<file path="src/rtl/fifo_pkg.sv">
// Shared definitions for the FIFO read-side controller: FSM encoding and
// output buffer sizing.
package fifo_pkg;

  typedef enum logic [1:0] {
    ST_IDLE  = 2'd0,
    ST_READ  = 2'd1,
    ST_DRAIN = 2'd2
  } state_e;

  localparam int BUF_DEPTH          = 2;
  localparam int DEFAULT_DATA_WIDTH = 8;
  localparam int DEFAULT_CNT_WIDTH  = 8;

endpackage

</file>
<file path="src/rtl/fifo_skid_buf.sv">
// Two-entry registered valid/ready buffer. Push and pop may coincide at any
// occupancy, including full; the head is always a register, never a bypass.
module fifo_skid_buf
  import fifo_pkg::*;
#(
  parameter int data_width = DEFAULT_DATA_WIDTH
) (
  input  logic                  clk_i,
  input  logic                  rst_i,
  input  logic                  push_i,
  input  logic [data_width-1:0] push_data_i,
  input  logic                  pop_i,
  output logic [data_width-1:0] data_o,
  output logic                  valid_o,
  output logic [1:0]            count_o,
  output logic [1:0]            count_d_o
);

  logic [data_width-1:0] mem_q [BUF_DEPTH];
  logic                  wr_ptr_q;
  logic                  rd_ptr_q;
  logic [1:0]            count_q;
  logic [1:0]            count_d;
  logic                  do_push;
  logic                  do_pop;

  assign do_pop  = pop_i && (count_q != 2'd0);
  // When full, a push is only taken if the head leaves in the same cycle.
  assign do_push = push_i && ((count_q != 2'(BUF_DEPTH)) || do_pop);

  always_comb begin
    count_d = count_q;
    case ({do_push, do_pop})
      2'b10:   count_d = count_q + 2'd1;
      2'b01:   count_d = count_q - 2'd1;
      default: count_d = count_q;
    endcase
  end

  always_ff @(posedge clk_i or posedge rst_i) begin
    if (rst_i) begin
      for (int i = 0; i < BUF_DEPTH; i++) mem_q[i] <= '0;
      wr_ptr_q <= 1'b0;
      rd_ptr_q <= 1'b0;
      count_q  <= 2'd0;
    end else begin
      if (do_push) begin
        mem_q[wr_ptr_q] <= push_data_i;
        wr_ptr_q        <= ~wr_ptr_q;
      end
      if (do_pop) rd_ptr_q <= ~rd_ptr_q;
      count_q <= count_d;
    end
  end

  assign data_o    = mem_q[rd_ptr_q];
  assign valid_o   = (count_q != 2'd0);
  assign count_o   = count_q;
  assign count_d_o = count_d;

endmodule

</file>
<file path="src/rtl/fifo_read_ctrl.sv">
// Read-side burst controller: pulls words from the async FIFO read port with
// credit-based flow control and hands them to a valid/ready stream.
module fifo_read_ctrl
  import fifo_pkg::*;
#(
  parameter int data_width = DEFAULT_DATA_WIDTH,
  parameter int cnt_width  = DEFAULT_CNT_WIDTH
) (
  input  logic                  rd_clk,
  input  logic                  rst,
  input  logic                  start,
  input  logic [cnt_width-1:0]  burst_len,
  output logic                  busy,
  output logic                  done,
  output logic                  fifo_rd_en,
  input  logic [data_width-1:0] fifo_rdata,
  input  logic                  fifo_valid,
  input  logic                  fifo_empty,
  input  logic                  fifo_underflow,
  output logic [data_width-1:0] m_data,
  output logic                  m_valid,
  input  logic                  m_ready,
  output logic [cnt_width-1:0]  words_read,
  output logic                  err
);

  state_e               state_q;
  logic [cnt_width-1:0] issue_left_q;
  logic [cnt_width-1:0] recv_left_q;
  logic [cnt_width-1:0] words_read_q;
  logic                 in_flight_q;
  logic                 in_flight_d;
  logic                 busy_q;
  logic                 done_q;
  logic                 err_q;

  logic                 push;
  logic                 pop;
  logic [1:0]           buf_count;
  logic [1:0]           buf_count_d;
  logic [2:0]           credit;

  fifo_skid_buf #(.data_width(data_width)) u_buf (
    .clk_i       (rd_clk),
    .rst_i       (rst),
    .push_i      (push),
    .push_data_i (fifo_rdata),
    .pop_i       (pop),
    .data_o      (m_data),
    .valid_o     (m_valid),
    .count_o     (buf_count),
    .count_d_o   (buf_count_d)
  );

  assign pop  = m_valid && m_ready;
  assign push = fifo_valid && in_flight_q;

  // A word leaving the buffer this cycle frees its slot for the next strobe,
  // which is what sustains one word per cycle when downstream is ready.
  assign credit = {2'b00, in_flight_q} + {1'b0, buf_count} - {2'b00, pop};

  assign fifo_rd_en = (state_q == ST_READ) && !fifo_empty &&
                      (issue_left_q != '0) && (credit < 3'd2);
  assign in_flight_d = fifo_rd_en;

  always_ff @(posedge rd_clk or posedge rst) begin
    if (rst) begin
      state_q      <= ST_IDLE;
      issue_left_q <= '0;
      recv_left_q  <= '0;
      words_read_q <= '0;
      in_flight_q  <= 1'b0;
      busy_q       <= 1'b0;
      done_q       <= 1'b0;
      err_q        <= 1'b0;
    end else begin
      done_q      <= 1'b0;
      in_flight_q <= in_flight_d;
      if ((fifo_valid && !in_flight_q) || fifo_underflow) err_q <= 1'b1;
      if (pop) words_read_q <= words_read_q + cnt_width'(1);

      case (state_q)
        ST_IDLE: begin
          if (start) begin
            if (burst_len != '0) begin
              issue_left_q <= burst_len;
              recv_left_q  <= burst_len;
              words_read_q <= '0;
              busy_q       <= 1'b1;
              state_q      <= ST_READ;
            end else begin
              done_q <= 1'b1;
            end
          end
        end
        ST_READ: begin
          if (fifo_rd_en) issue_left_q <= issue_left_q - cnt_width'(1);
          if (push) recv_left_q <= recv_left_q - cnt_width'(1);
          if ((issue_left_q == '0) && (recv_left_q == '0)) begin
            // Buffer emptying on this edge finishes without a DRAIN cycle.
            if (buf_count_d == 2'd0) begin
              done_q  <= 1'b1;
              busy_q  <= 1'b0;
              state_q <= ST_IDLE;
            end else begin
              state_q <= ST_DRAIN;
            end
          end
        end
        ST_DRAIN: begin
          if (buf_count_d == 2'd0) begin
            done_q  <= 1'b1;
            busy_q  <= 1'b0;
            state_q <= ST_IDLE;
          end
        end
        default: state_q <= ST_IDLE;
      endcase
    end
  end

  assign busy       = busy_q;
  assign done       = done_q;
  assign words_read = words_read_q;
  assign err        = err_q;

endmodule
</file>
<file path="config.mk">
export PLATFORM = sky130hd
export DESIGN_NAME = fifo_read_ctrl
export DESIGN_NICKNAME = d
export VERILOG_FILES = /design/src/rtl/fifo_pkg.sv /design/src/rtl/fifo_skid_buf.sv /design/src/rtl/fifo_read_ctrl.sv
export SDC_FILE = /design/constraint.sdc
export NUM_CORES = 1
export LEC_CHECK = 0
export ABC_AREA = 1
export CAP_MARGIN = 40
export CORE_MARGIN = 4
export CORE_UTILIZATION = 54
export CTS_CLUSTER_DIAMETER = 40
export DETAILED_ROUTE_END_ITERATION = 8
export PLACE_DENSITY = 0.8
export SYNTH_ARGS = -nofsm -noshare
export SYNTH_HDL_FRONTEND = slang
export SYNTH_SLANG_ARGS = --single-unit
</file>
<file path="constraint.sdc">
create_clock -name rd_clk -period 2.6 [get_ports rd_clk]
set_input_delay 0.26 -clock rd_clk [delete_from_list [all_inputs] [get_ports rd_clk]]
set_output_delay 0.26 -clock rd_clk [all_outputs]
set_load 0.02 [all_outputs]
</file>
==> run metrics <==
drt drc 0; Clk Latency, worst-skew pair roughly 0.3 ns; R2R depth 14; CP Max Fanout 2; # setup viols final 0; CTS sink cnt 50; io pins 44; normalized max-slew margin 0.5163; Crit-path slowest cell fa_1; Die Footprint 0.006494 mm2; status finished clean; warnings from Yosys 0; register area share after synthesis 0.4398; Final Cycle Share 0.9465; CP Cell Sequence inv_2 > nand2_4 > nand2_4 > inv_1 > ha_1 > nor2_1 > fa_1 > nor2_1 > nand2_1 > inv_1 > buf_2; leakage power 1.770 nW; Post-DRT Antenna Nets 0; All-Layer GR Usage 0.1951; CTS Buf Count 5; core box area a little over 0.005 mm2; max-cap violation count 0; Die Y 80.59 um; post-synth top area share 0.4398; fin area roughly 0.0035 mm2; maximum vdd drop ~640 uV; DR pass1 iterations 5; pin count of the biggest net entering global routing 29; Hold/Removal Path Class primary input to async pin; maximum clock frequency 0.4064 GHz; layout filler cell count 453; Crit path largest cell delay around 0.43 ns; cell count after synthesis 376; crit path kind register to output port; CTS tree built; Hold Vio Cnt, Final 0; end-of-flow core utilization 0.6852; first-pass GRT wire length 10.03 mm; vias in the first global route 2,412; Yosys reg bits 50; H-tree level count 2; Power Density 1157 mW/mm2; Tmin final 2.461 ns; Avg Inst Size Synth 7.567 um2; final net count 461; RSZ-0062 raised after global routing no; GPL Wtd Cong slightly above 0.8; Clock Pin Slew Worst Setup and Hold Paths 0.09 ns; FFs w/ async S/R, synth 1.000; Initial Util 0.5571; worst-margin pin slew 0.7255 ns; vias per cell 5.044; First DRT Iteration DRCs 102; number of synthesized flops with an enable pin 0; Syn Nets 409; postcts setup bufs 0; share of cells above drive strength 1 0.08645; CTS Buffer Depth 2; placed instance area 0.003392 mm2; gr ovfl total 0; # hold bufs at CTS 0; CP Data Required Time roughly 2.3 ns; top_reg_cell synth dfrtp_1; P&R area growth vs syn 23.00%; initial antenna violation count 0; cell area after synthesis 0.002845 mm2; Worst setup EP type output port; DR WL/cell 11.85 um; Clock Skews about 0.0054 ns; Worst EP arrival between 2 and 2.5 ns; area leader, netlist dfrtp_1; width of the die 80.59 um; Root Buffer Master clkbuf_8; HPWL Detailed 4.555 mm; fin worst setup slack 0.1392 ns; standard-cell rows 26; vias 2,512; Total Routed Length 5.902 mm; IO buf count 43; Worst setup SP type register; top cells by area, synth dfrtp_1, nand2_1, inv_1; pre-CTS WS -0.2317 ns; # diodes 0; Synth cell types 34; Pins Over Slew Limit 0
## area by class of cell
cell class | count | area, um2 | share of cell area
clock inverter | 1 | 30.03 | 0.008581
timing repair buffer | 52 | 505.5 | 0.1444
tap | 70 | 87.58 | 0.02503
inverter | 53 | 198.9 | 0.05685
clock buffer | 6 | 82.58 | 0.02360
sequential | 50 | 1251 | 0.3575
multi-input combinational | 266 | 1344 | 0.3840
## critical path, delay by kind of cell (launching register included)
kind | cells | cell delay, ns
adders and majority gates | 2 | 0.70
and+or+nand+nor | 5 | 0.42
buffers and inverters | 4 | 0.37
DFF | 1 | 0.40
## power breakdown
part / switching [W] / total (W) / internal (W)
combinational: 0.00126 / 0.00213 / 0.000876
sequential: 0.000251 / 0.00135 / 0.00110
clock: 0.000256 / 0.000564 / 0.000308
## flip-flops by register name, summed over array words and instances, names as in the netlist, 2 cells and up
name           cells
u_buf.mem_q       16
recv_left_q        8
u_buf.count_o      2
state_q            2
issue_left_q       8
words_read         8
## logic make-up after synthesis
family	count (synthesis)	synth area share
adders and majority gates	10	0.04661
and+or+nand+nor	186	0.2691
buffers and inverters	60	0.08794
xor gates and xnor gates	12	0.03694
DFF	50	0.4398
AOI/OAI and AO/OA	58	0.1196
## routing by layer
layer  wire [um]  part of all wire  track usage
met5           0                 0            0
met4          76             0.013      0.06588
met3         347             0.059      0.03812
met2        2881              0.49       0.3435
met1        2597              0.44       0.2373
## stage by stage
stage	TNS, ns	hold slack (ns)	instances	power [W]
after global placement	-0.2082	0.4437	491	0.003412
after floorplan	0	0.3650	376	0.002818
final	0	0.2911	498	0.004049
after detailed placement	-0.2317	0.4597	491	0.003507
after global routing	0	0.3478	498	0.004414
after CTS	0	0.3126	498	0.004079
## placed cells by master (no fill, tap or decap), drive strengths merged
cell type / synthesis / routed
nand3: 12 / 12
o21bai: 2 / 2
ha: 9 / 9
nand4: 4 / 4
clkdlybuf4s50: 0 / 42
o31ai: 1 / 1
fa: 1 / 1
clkbuf: 4 / 6
nor3: 3 / 3
clkinv: 1 / 1
o211ai: 1 / 1
xnor2: 4 / 4
nand2: 122 / 122
a21boi: 1 / 1
o21ai: 43 / 43
nor2: 41 / 41
o41ai: 1 / 1
dfrtp: 50 / 50
xor2: 8 / 8
or2: 3 / 3
nand3b: 1 / 1
bufinv: 0 / 1
a211o: 1 / 1
buf: 3 / 10
a21oi: 8 / 8
inv: 52 / 52
## cell usage after synthesis, drive strengths merged (2+ instances only)
master and number:
a21oi 8, buf 3, clkbuf 4, dfrtp 50, ha 9, inv 52, nand2 122, nand3 12
nand4 4, nor2 41, nor3 3, o21ai 43, o21bai 2, or2 3, xnor2 4, xor2 8
## worst paths after layout
kind	endpoint	from	slack (ns)
worst min-delay path	u_buf.mem_q[1]	rst	0.29
max in group asynchronous	busy	rst	1.78
worst max register to register	issue_left_q[0]	u_buf.count_o[0]	0.39
worst max-delay path	fifo_rd_en	u_buf.count_o[0]	0.14
min in group rd_clk	err	err	0.47
worst min register to register	err	err	0.47
## repair_timing
| item | CTS | global route |
|---|---|---|
| resized for setup | 3 | 1 |
| pin swaps | 0 | 0 |
| endpoints found under the setup margin | 1 | 1 |
Note: power is estimated with default switching activity, not from simulation.
